==> src/rtl/mips_defs.sv <==
// Shared MIPS decode constants, Tuse/Tnew codes and the per-instruction
// classification record used by the hazard/stall controller.
package mips_defs;

   localparam int unsigned REG_W = 5;
   localparam int unsigned T_W   = 2;

   typedef logic [T_W-1:0]   tcode_t;
   typedef logic [REG_W-1:0] reg_t;

   localparam logic [5:0] OP_RTYPE = 6'h00;
   localparam logic [5:0] OP_J     = 6'h02;
   localparam logic [5:0] OP_JAL   = 6'h03;
   localparam logic [5:0] OP_BEQ   = 6'h04;
   localparam logic [5:0] OP_ORI   = 6'h0D;
   localparam logic [5:0] OP_LUI   = 6'h0F;
   localparam logic [5:0] OP_LW    = 6'h23;
   localparam logic [5:0] OP_SW    = 6'h2B;

   localparam logic [5:0] FN_JR    = 6'h08;
   localparam logic [5:0] FN_MFHI  = 6'h10;
   localparam logic [5:0] FN_MTHI  = 6'h11;
   localparam logic [5:0] FN_MFLO  = 6'h12;
   localparam logic [5:0] FN_MTLO  = 6'h13;
   localparam logic [5:0] FN_MULT  = 6'h18;
   localparam logic [5:0] FN_MULTU = 6'h19;
   localparam logic [5:0] FN_DIV   = 6'h1A;
   localparam logic [5:0] FN_DIVU  = 6'h1B;
   localparam logic [5:0] FN_ADDU  = 6'h21;
   localparam logic [5:0] FN_SUBU  = 6'h23;

   localparam tcode_t T_0 = 2'd0;
   localparam tcode_t T_1 = 2'd1;
   localparam tcode_t T_2 = 2'd2;

   localparam reg_t REG_ZERO = 5'd0;
   localparam reg_t REG_RA   = 5'd31;

   typedef struct packed {
      logic   rs_used;
      logic   rt_used;
      tcode_t tuse_rs;
      tcode_t tuse_rt;
      reg_t   dest;
      tcode_t tnew_e;
      logic   is_md;
      logic   is_mult;
      logic   is_div;
   } instr_info_t;

   // A source conflicts with a producer only if the value is not ready in time.
   function automatic logic src_hazard(input reg_t src, input tcode_t tuse,
                                       input reg_t dst, input tcode_t tnew);
      return (src != REG_ZERO) && (src == dst) && (tuse < tnew);
   endfunction

endpackage

==> src/rtl/hazard_stall_ctrl_if.sv <==
// Pipeline-side bundle: instructions in D/E/M and the stall/flush controls.
interface hazard_stall_ctrl_if;
   logic [31:0] D_IR;
   logic [31:0] DE_IR;
   logic [31:0] EM_IR;
   logic        PcEnable;
   logic        FdEnable;
   logic        DeFlush;
   logic        MdStart;
   logic        MdBusy;

   modport master (output D_IR, DE_IR, EM_IR,
                   input  PcEnable, FdEnable, DeFlush, MdStart, MdBusy);
   modport slave  (input  D_IR, DE_IR, EM_IR,
                   output PcEnable, FdEnable, DeFlush, MdStart, MdBusy);
endinterface

==> src/rtl/instr_class.sv <==
// Decodes one instruction word into its register usage, timing and MD class.
module instr_class
   import mips_defs::*;
(
   input  logic [31:0] ir,
   output instr_info_t info
);

   logic [5:0] op;
   logic [5:0] fn;
   reg_t       rt;
   reg_t       rd;
   logic       unused_shamt;

   assign op = ir[31:26];
   assign fn = ir[5:0];
   assign rt = ir[20:16];
   assign rd = ir[15:11];
   assign unused_shamt = ^ir[10:6];

   always_comb begin
      info = '0;
      unique case (op)
         OP_RTYPE: begin
            unique case (fn)
               FN_ADDU, FN_SUBU: begin
                  info.rs_used = 1'b1;
                  info.rt_used = 1'b1;
                  info.tuse_rs = T_1;
                  info.tuse_rt = T_1;
                  info.dest    = rd;
                  info.tnew_e  = T_1;
               end
               FN_JR: begin
                  info.rs_used = 1'b1;
                  info.tuse_rs = T_0;
               end
               FN_MULT, FN_MULTU, FN_DIV, FN_DIVU: begin
                  info.rs_used = 1'b1;
                  info.rt_used = 1'b1;
                  info.tuse_rs = T_1;
                  info.tuse_rt = T_1;
                  info.is_md   = 1'b1;
                  info.is_mult = (fn == FN_MULT) || (fn == FN_MULTU);
                  info.is_div  = (fn == FN_DIV)  || (fn == FN_DIVU);
               end
               FN_MFHI, FN_MFLO: begin
                  info.dest   = rd;
                  info.tnew_e = T_1;
                  info.is_md  = 1'b1;
               end
               FN_MTHI, FN_MTLO: begin
                  info.rs_used = 1'b1;
                  info.tuse_rs = T_1;
                  info.is_md   = 1'b1;
               end
               default: ;
            endcase
         end
         OP_ORI, OP_LW: begin
            info.rs_used = 1'b1;
            info.tuse_rs = T_1;
            info.dest    = rt;
            info.tnew_e  = (op == OP_LW) ? T_2 : T_1;
         end
         OP_LUI: begin
            info.dest   = rt;
            info.tnew_e = T_1;
         end
         OP_SW: begin
            info.rs_used = 1'b1;
            info.rt_used = 1'b1;
            info.tuse_rs = T_1;
            info.tuse_rt = T_2;
         end
         OP_BEQ: begin
            info.rs_used = 1'b1;
            info.rt_used = 1'b1;
            info.tuse_rs = T_0;
            info.tuse_rt = T_0;
         end
         OP_JAL: begin
            info.dest   = REG_RA;
            info.tnew_e = T_1;
         end
         default: ;
      endcase
   end

endmodule

==> src/rtl/hazard_stall_ctrl.sv <==
// Stall/flush control for PC, FD and DE: unresolvable data hazards plus the
// mult/div busy window that holds HI/LO instructions in D.
module hazard_stall_ctrl
   import mips_defs::*;
#(
   parameter int unsigned MULT_CYCLES = 5,
   parameter int unsigned DIV_CYCLES  = 10,
   parameter int unsigned CNT_W       = 4
) (
   input  logic                Clock,
   input  logic                Reset,
   hazard_stall_ctrl_if.slave  bus
);

   instr_info_t d_info;
   instr_info_t e_info;
   instr_info_t m_info;
   logic [CNT_W-1:0] cnt;
   tcode_t tnew_m;
   reg_t   d_rs;
   reg_t   d_rt;
   logic   rs_stall;
   logic   rt_stall;
   logic   md_start;
   logic   md_busy;
   logic   stall;
   logic   unused_info;

   instr_class u_class_d (.ir(bus.D_IR),  .info(d_info));
   instr_class u_class_e (.ir(bus.DE_IR), .info(e_info));
   instr_class u_class_m (.ir(bus.EM_IR), .info(m_info));

   assign unused_info = ^{d_info.dest, d_info.tnew_e, d_info.is_mult, d_info.is_div,
                          e_info.rs_used, e_info.rt_used, e_info.tuse_rs,
                          e_info.tuse_rt, e_info.is_md,
                          m_info.rs_used, m_info.rt_used, m_info.tuse_rs,
                          m_info.tuse_rt, m_info.is_md, m_info.is_mult, m_info.is_div};

   // One stage later, the producer's remaining latency drops by one (floored at 0).
   assign tnew_m = (m_info.tnew_e != T_0) ? T_W'(m_info.tnew_e - T_1) : T_0;
   assign d_rs   = bus.D_IR[25:21];
   assign d_rt   = bus.D_IR[20:16];

   assign rs_stall = d_info.rs_used &&
                     (src_hazard(d_rs, d_info.tuse_rs, e_info.dest, e_info.tnew_e) ||
                      src_hazard(d_rs, d_info.tuse_rs, m_info.dest, tnew_m));
   assign rt_stall = d_info.rt_used &&
                     (src_hazard(d_rt, d_info.tuse_rt, e_info.dest, e_info.tnew_e) ||
                      src_hazard(d_rt, d_info.tuse_rt, m_info.dest, tnew_m));

   assign md_start = e_info.is_mult || e_info.is_div;
   assign md_busy  = md_start || (cnt != '0);
   assign stall    = rs_stall || rt_stall || (d_info.is_md && md_busy);

   // Busy countdown; a new start reloads even if a previous window is running.
   always_ff @(posedge Clock) begin
      if (Reset) begin
         cnt <= '0;
      end else if (md_start) begin
         cnt <= e_info.is_div ? CNT_W'(DIV_CYCLES) : CNT_W'(MULT_CYCLES);
      end else if (cnt != '0) begin
         cnt <= cnt - CNT_W'(1);
      end
   end

   assign bus.PcEnable = !stall;
   assign bus.FdEnable = !stall;
   assign bus.DeFlush  = stall;
   assign bus.MdStart  = md_start;
   assign bus.MdBusy   = md_busy;

endmodule

==> src/flat_wrapper.sv <==
// flat-port wrapper written by rule: the top's interface ports become plain ports
module hazard_stall_ctrl_flat import mips_defs::*;
#(
   parameter int unsigned MULT_CYCLES = 5,
   parameter int unsigned DIV_CYCLES  = 10,
   parameter int unsigned CNT_W       = 4
)
  (Clock, Reset, bus_D_IR, bus_DE_IR, bus_EM_IR, bus_PcEnable, bus_FdEnable, bus_DeFlush, bus_MdStart, bus_MdBusy);
  hazard_stall_ctrl_if bus_i ();
  input  logic Clock;
  input  logic Reset;
  input wire logic [$bits(bus_i.D_IR)-1:0] bus_D_IR;
  input wire logic [$bits(bus_i.DE_IR)-1:0] bus_DE_IR;
  input wire logic [$bits(bus_i.EM_IR)-1:0] bus_EM_IR;
  output wire logic [$bits(bus_i.PcEnable)-1:0] bus_PcEnable;
  output wire logic [$bits(bus_i.FdEnable)-1:0] bus_FdEnable;
  output wire logic [$bits(bus_i.DeFlush)-1:0] bus_DeFlush;
  output wire logic [$bits(bus_i.MdStart)-1:0] bus_MdStart;
  output wire logic [$bits(bus_i.MdBusy)-1:0] bus_MdBusy;
  assign bus_i.D_IR = bus_D_IR;
  assign bus_i.DE_IR = bus_DE_IR;
  assign bus_i.EM_IR = bus_EM_IR;
  assign bus_PcEnable = bus_i.PcEnable;
  assign bus_FdEnable = bus_i.FdEnable;
  assign bus_DeFlush = bus_i.DeFlush;
  assign bus_MdStart = bus_i.MdStart;
  assign bus_MdBusy = bus_i.MdBusy;
  hazard_stall_ctrl #(.MULT_CYCLES(MULT_CYCLES), .DIV_CYCLES(DIV_CYCLES), .CNT_W(CNT_W)) u_core (.Clock(Clock), .Reset(Reset), .bus(bus_i));
endmodule
==> config.mk <==
export PLATFORM = sky130hd
export DESIGN_NAME = hazard_stall_ctrl_flat
export DESIGN_NICKNAME = d
export VERILOG_FILES = /design/src/rtl/mips_defs.sv /design/src/rtl/hazard_stall_ctrl_if.sv /design/src/rtl/instr_class.sv /design/src/rtl/hazard_stall_ctrl.sv /design/src/flat_wrapper.sv
export SDC_FILE = /design/constraint.sdc
export NUM_CORES = 1
export LEC_CHECK = 0
export CAP_MARGIN = 20
export CORE_ASPECT_RATIO = 1.2
export CORE_MARGIN = 2
export CORE_UTILIZATION = 31
export DETAILED_ROUTE_END_ITERATION = 10
export MAX_ROUTING_LAYER = met4
export PLACE_DENSITY = 0.81
export SLEW_MARGIN = 20
export SYNTH_ARGS = -nofsm -noshare
export SYNTH_HDL_FRONTEND = slang
export SYNTH_SLANG_ARGS = --single-unit
==> constraint.sdc <==
create_clock -name Clock -period 3.05 [get_ports Clock]
set_clock_uncertainty 0.1 [all_clocks]
set_input_delay 0.305 -clock Clock [delete_from_list [all_inputs] [get_ports Clock]]
set_output_delay 0.305 -clock Clock [all_outputs]
set_load 0.02 [all_outputs]
# [After elaboration in Yosys (flattened, before gate mapping)]
# Index checks and enable logic that the tools add are counted.
[totals] inputBits=98 reg_bits=4
[classes] addsub=2 muxes=23 n_reduce_logical=43 magnitude_cmp=4 eq_ne=39
[op_table] operator="== test 6 x 5 -> 1 bit, second input constant" count=16
[op_table] operator="== test 6 bit, second input constant" count=10
[op_table] operator="one-hot mux 7 bit (4 select lines)" count=2
[op_table] operator="== test 6 x 4 -> 1 bit, second input constant" count=6
[op_table] operator="== test 5 bit" count=4
[op_table] operator="OR reduction 4 bit" count=5
[op_table] operator="logical NOT 6 bit" count=3
[op_table] operator="OR reduction 8 bit" count=2
[op_table] operator="two-way mux 7 bit" count=2
[op_table] operator="== test 6 x 2 -> 1 bit, second input constant" count=2
[op_table] operator="two-way mux 2 bit" count=6
[op_table] operator="two-way mux 4 bit" count=3
[op_table] operator="logical AND 1 bit" count=11
[op_table] operator="logical OR 1 bit" count=10
[op_table] operator="nonzero test 5 bit" count=2
[op_table] operator="OR reduction 9 bit" count=1
[op_table] operator="less-than comparator 2 bit" count=4
[op_table] operator="one-hot mux 2 bit (2 select lines)" count=2
[op_table] operator="== test 6 x 3 -> 1 bit, second input constant" count=1
[op_table] operator="OR reduction 2 bit" count=3
[op_table] operator="OR reduction 6 bit" count=1
[op_table] operator="two-way mux 1 bit" count=5
[op_table] operator="one-hot mux 1 bit (2 select lines)" count=2
[op_table] operator="nonzero test 2 bit" count=2
[op_table] operator="6 further kinds" count=6

# [Depth between registers and ports, before layout]
[logic_depth] word_depth=13 depth_mapped=8 ltp_nobuf=7

# [Modules after synthesis]
# A second synthesis with hierarchy kept.
[unflattened] hier_cells=237 area_unflattened_um2=1712.9
[by_module_without_submodules] module="instr_class at u_core.u_class_d ..." instances=2 area_per_inst_um2=371.6 cells_per_inst=54 seq_area_each_um2=0.0
[by_module_without_submodules] module="hazard_stall_ctrl" instances=1 area_per_inst_um2=615.6 cells_per_inst=78 seq_area_each_um2=80.1
[by_module_without_submodules] module="instr_class at u_core.u_class_e" instances=1 area_per_inst_um2=354.1 cells_per_inst=51 seq_area_each_um2=0.0

# [Least setup slack after synthesis]
# No wires, ideal clock.
[synth_timing] path_type="input to output" startpoint="input port bus_DE_IR[27]" endpoint="output port bus_PcEnable" arrival_ps=2549 setup_slack_ps=96 required_ps=2645 path_buffers=1 stages=8 cell_sequence="or4_4 a211oi_4 a221o_1 xnor2_1 nand4_1 or4_1 and3b_1 buf_4"
[synth_between] elab_chain_cells=11 word_cells_on_any_way=27 classes_between="order compare (2); eq/ne (6); mux (3); reduce/logical (16)"
[synth_lines] item="start: declaration" line_no="flat_wrapper.sv:13" rtl="input wire logic [$bits(bus_i.DE_IR)-1:0] bus_DE_IR;"
[synth_lines] item="== test 6 bit / == test 6 x 4 -> 1 bit (equally long branches)" line_no="instr_class.sv:23, instr_class.sv:64"
[synth_lines] item="OR reduction 2 bit" line_no="instr_class.sv:23" rtl="unique case (op)"
[synth_lines] item="one-hot mux 7 bit (4 select lines)" line_no="instr_class.sv:23"
[synth_lines] item="== test 5 bit" line_no="mips_defs.sv:54" rtl="return (src != REG_ZERO) && (src == dst) && (tuse < tnew);"
[synth_lines] item="logical AND 1 bit (2 in series)" line_no="mips_defs.sv:54"
[synth_lines] item="logical OR 1 bit, on equally long branches" line_no="hazard_stall_ctrl.sv:45, hazard_stall_ctrl.sv:48"
[synth_lines] item="logical AND 1 bit, on equally long branches" line_no="hazard_stall_ctrl.sv:44, hazard_stall_ctrl.sv:47"
[synth_lines] item="logical OR 1 bit" line_no="hazard_stall_ctrl.sv:53" rtl="assign stall = rs_stall || rt_stall || (d_info.is_md && md_busy);"
[synth_lines] item="logical OR 1 bit (*)" line_no="hazard_stall_ctrl.sv:53"
[synth_lines] item="logical NOT 1 bit (*)"
[synth_lines] item="end: declaration" line_no="flat_wrapper.sv:15" rtl="output wire logic [$bits(bus_i.PcEnable)-1:0] bus_PcEnable;"
# Every way passes the cells marked *; elsewhere a longest branch is shown, timed or not.

# [Worst setup path after layout]
[layout_timing] startpoint="input port bus_DE_IR[31]" endpoint="output port bus_PcEnable"
[layout_between] elab_chain_cells=11 word_cells_on_any_way=27 classes_between="order compare (2); eq/ne (6); mux (3); reduce/logical (16)"
[layout_lines] item="== test 6 bit / == test 6 x 4 -> 1 bit (equally long branches)" line_no="instr_class.sv:23, instr_class.sv:64"
[layout_lines] item="OR reduction 2 bit" line_no="instr_class.sv:23"
[layout_lines] item="one-hot mux 7 bit (4 select lines)" line_no="instr_class.sv:23"
[layout_lines] item="== test 5 bit" line_no="mips_defs.sv:54"
[layout_lines] item="logical AND 1 bit (2 in series)" line_no="mips_defs.sv:54"
[layout_lines] item="logical OR 1 bit, on equally long branches" line_no="hazard_stall_ctrl.sv:45, hazard_stall_ctrl.sv:48"
[layout_lines] item="logical AND 1 bit, on equally long branches" line_no="hazard_stall_ctrl.sv:44, hazard_stall_ctrl.sv:47"
[layout_lines] item="logical OR 1 bit" line_no="hazard_stall_ctrl.sv:53"
[layout_lines] item="logical OR 1 bit (*)" line_no="hazard_stall_ctrl.sv:53"
[layout_lines] item="logical NOT 1 bit (*)" line_no="hazard_stall_ctrl.sv:66" rtl="assign bus.PcEnable = !stall;"
# Marked as above.

==> metrics.md <==
| Metric | Value |
|---|---|
| Outcome | complete, no violations |
| RD Place Congestion | 0.911 |
| Die height | 70.4 um |
| Clock Path Buffers | 2 |
| Crit. End Element | output port |
| Largest register by flop count | u_core.cnt |
| Final min period | 3.01 ns |
| Area post-placement | 0.00225 mm2 |
| Total vias in the final route | 1757 |
| CP peak stage delay | 0.52 ns |
| Num CTS Buffers | 3 |
| WL final | 4710 um |
| Register Area | 80.1 um2 |
| Core area | 0.00357 mm2 |
| Worst Path Arrival | 2.60 ns |
| Setup tns final | 0 ns |
| Max Cap Viol | 0 |
| Initial antenna violation count | 0 |
| DIE AREA | 0.00418 mm2 |
| Wirelength per Cell | 14.7 um |
| Max Fclk | 333 MHz |
| Most common cell on crit path | buf_6 |
| Tcrit/Tclk final | 98.6% |
| CP Cell Sequence | dlygate4sd2_1 > or4_4 > a211oi_4 > buf_6 > buf_6 > a221oi_4 > xnor2_1 > or4_4 > and3b_2 > buf_6 |
| Post-DP HPWL | 3540 um |
| Clk pwr share | 18.9% |
| CTS root buffer | clkbuf_8 |
| Logic pwr share | 66.1% |
| Total grt overflow | 0 |
| # IOs | 103 |
| Total power | 0.600 mW |
| Synth Instances | 153 |
| Initial Util | 31.9% |
| Fillcell total | 288 |
| Power density cells | 246 mW/mm2 |
| Vias in the first global route | 1757 |
| Critical-path top delay cell | or4_4 |
| Sequential power share | 15.0% |
| Post-synthesis sequential area ratio | 7.03% |
| TritonRoute pass-1 iters | 4 |
| CP required | 2.64 ns |
| Syn nets | 255 |
| First-pass GRT wire length | 7250 um |
| H-tree levels | 1 |
| FFs w/ async S/R, synth | 0% |
| Post-route cell area | 0.00244 mm2 |
| WP buf/inv | 4 |
| TritonCTS clock tree | done |
| Post-synth EDFFs | 0 |
| Post-Syn Area | 0.00114 mm2 |
| Synth Register Bits | 4 |
| CP top delay family | simple AND/OR/NAND/NOR gates |
| NetSw | 0.219 mW |
| Switching share of power | 36.4% |
| Crit-path max FO | 5 |
| Die Wd | 59.3 um |
| Max reg flops | 4 |
| Layout cells sized above 1 | 39.1% |
| DRC violations left | 0 |
| Number of DRC markers in iteration 0 | 60 |
| Util after Layout | 68.3% |
| Worst vdd ir | 0.000161 V |
| Port Buffers | 71 |
| Leak | 0.992 nW |
| Top Registers | u_core.cnt: 4 flops |
| Synth Flop Type | dfxtp_1 |
| Worst Hold Class | in -> reg |
| Clock Latency Late Sink | 0.22 ns |
| Total GRT Usage | 22.3% |
| Final nets | 385 |
| Slew Limit Fails | 0 |
| Clock-pin slew on the worst setup and hold paths | 0.03 ns |
| Area delta synth->final | 115% |
| Detail Route Antenna Nets | 0 |
| Via density | 5.49 |
| Avg Cell Area, Syn | 7.44 um2 |
| Kind of critical path | in -> out |
| Pint | 0.381 mW |
| CTS Sinks | 4 |
| Fin. Hold Viols | 0 |
| Largest net degree at the start of global routing | 7 |
| Crit start category | input port |
| Post-synthesis cell type count | 47 |
| Final Setup Violations | 0 |
| Core Rows | 24 |
| Area occupied by multi-input gates | 0.00116 mm2 |
| Synth warnings | 0 |
| Total inserted antenna cells | 0 |
[synth_stat cells (5+ instances only)]
master	instances	area, um2
a21oi_1	8	40.0
a221oi_1	8	70.1
inv_1	12	45.0
nand2_1	8	30.0
nand3b_1	6	45.0
nor2_1	12	45.0
nor3_1	5	25.0
or4_1	6	45.0
xnor2_1	9	78.8
xor2_1	9	78.8
[metal layers]
layer / track usage (%) / share of wire (%) / vias to the layer above / wire, um
li1: - / - / 860 / -
met1: 24.2 / 38 / 825 / 1770
met2: 40.4 / 57 / 62 / 2660
met3: 2.04 / 4.1 / 10 / 194
met4: 8.08 / 1.6 / 0 / 74
met5: - / 0 / - / 0
[layout by cell type, fill, tap and decap left out, drive strengths merged, types with 6 or more instances in the layout]
master,n
a221oi,8
clkbuf,14
nand3b,6
xnor2,9
clkdlybuf4s50,42
dlygate4sd2,7
a211oi,6
or4,9
inv,12
buf,61
xor2,9
nor2,12
a21oi,11
nand2,8
[worst paths after layout]
path	startpoint	end	slack, ns	cells after the start
max	bus_DE_IR[31]	bus_PcEnable	0.04	10
min	bus_DE_IR[3]	u_core.cnt[2]	0.44	4
max reg2reg	u_core.cnt[0]	u_core.cnt[1]	1.53	8
min reg2reg	u_core.cnt[3]	u_core.cnt[3]	0.52	2
[metrics by stage]
stage	worst slack, ns	std cells	hold slack (ns)
2_1_floorplan	0.0957	153	0.274
3_3_place_gp	-0.710	310	0.472
3_5_place_dp	-0.788	310	0.497
4_1_cts	0.00282	318	0.504
5_1_grt	-0.0240	320	0.494
6_report	0.0442	320	0.441
[power groups by stage]
stage	clock network, mW	logic (mW)	registers [mW]
floorplan	0	0.184	0.0859
global placement	0	0.379	0.0887
detailed placement	0	0.387	0.0894
CTS	0.113	0.388	0.0887
global route	0.118	0.435	0.0915
finish	0.114	0.397	0.0897
[area by class of cell]
cell class / instances / area share, %
Sequential cell: 4 / 3.28
Timing Repair Buffer: 126 / 43.7
Tap cell: 39 / 2.00
Clock buffer: 3 / 1.69
Inverter: 12 / 1.84
Multi-Input combinational cell: 136 / 47.5
[cell families (layout without fill, tap and decap cells)]
| logic type | Yosys count | after routing | synth area share (%) |
|---|---|---|---|
| simple gates | 65 | 65 | 37.0 |
| compound gates | 48 | 48 | 32.7 |
| xor+xnor | 18 | 18 | 13.8 |
| buf+inv | 13 | 141 | 4.62 |
| fa+ha+maj | 4 | 4 | 4.40 |
| flops | 4 | 4 | 7.03 |
| other cells | 1 | 1 | 0.329 |
[tightest hold or removal path, delay by kind of cell]
kind	cells	cell delay [ns]
buffers and inverters	1	0.10
and+or+nand+nor	2	0.24
AOI/OAI and AO/OA	1	0.08
[timing repair]
action	in CTS	in global routing
pin swaps	23	28
gates resized for setup	75	40
endpoints found under the setup margin	3	3
buffers inserted	6	2
hold buffers	0	0
(Power assumes the default switching activity.)
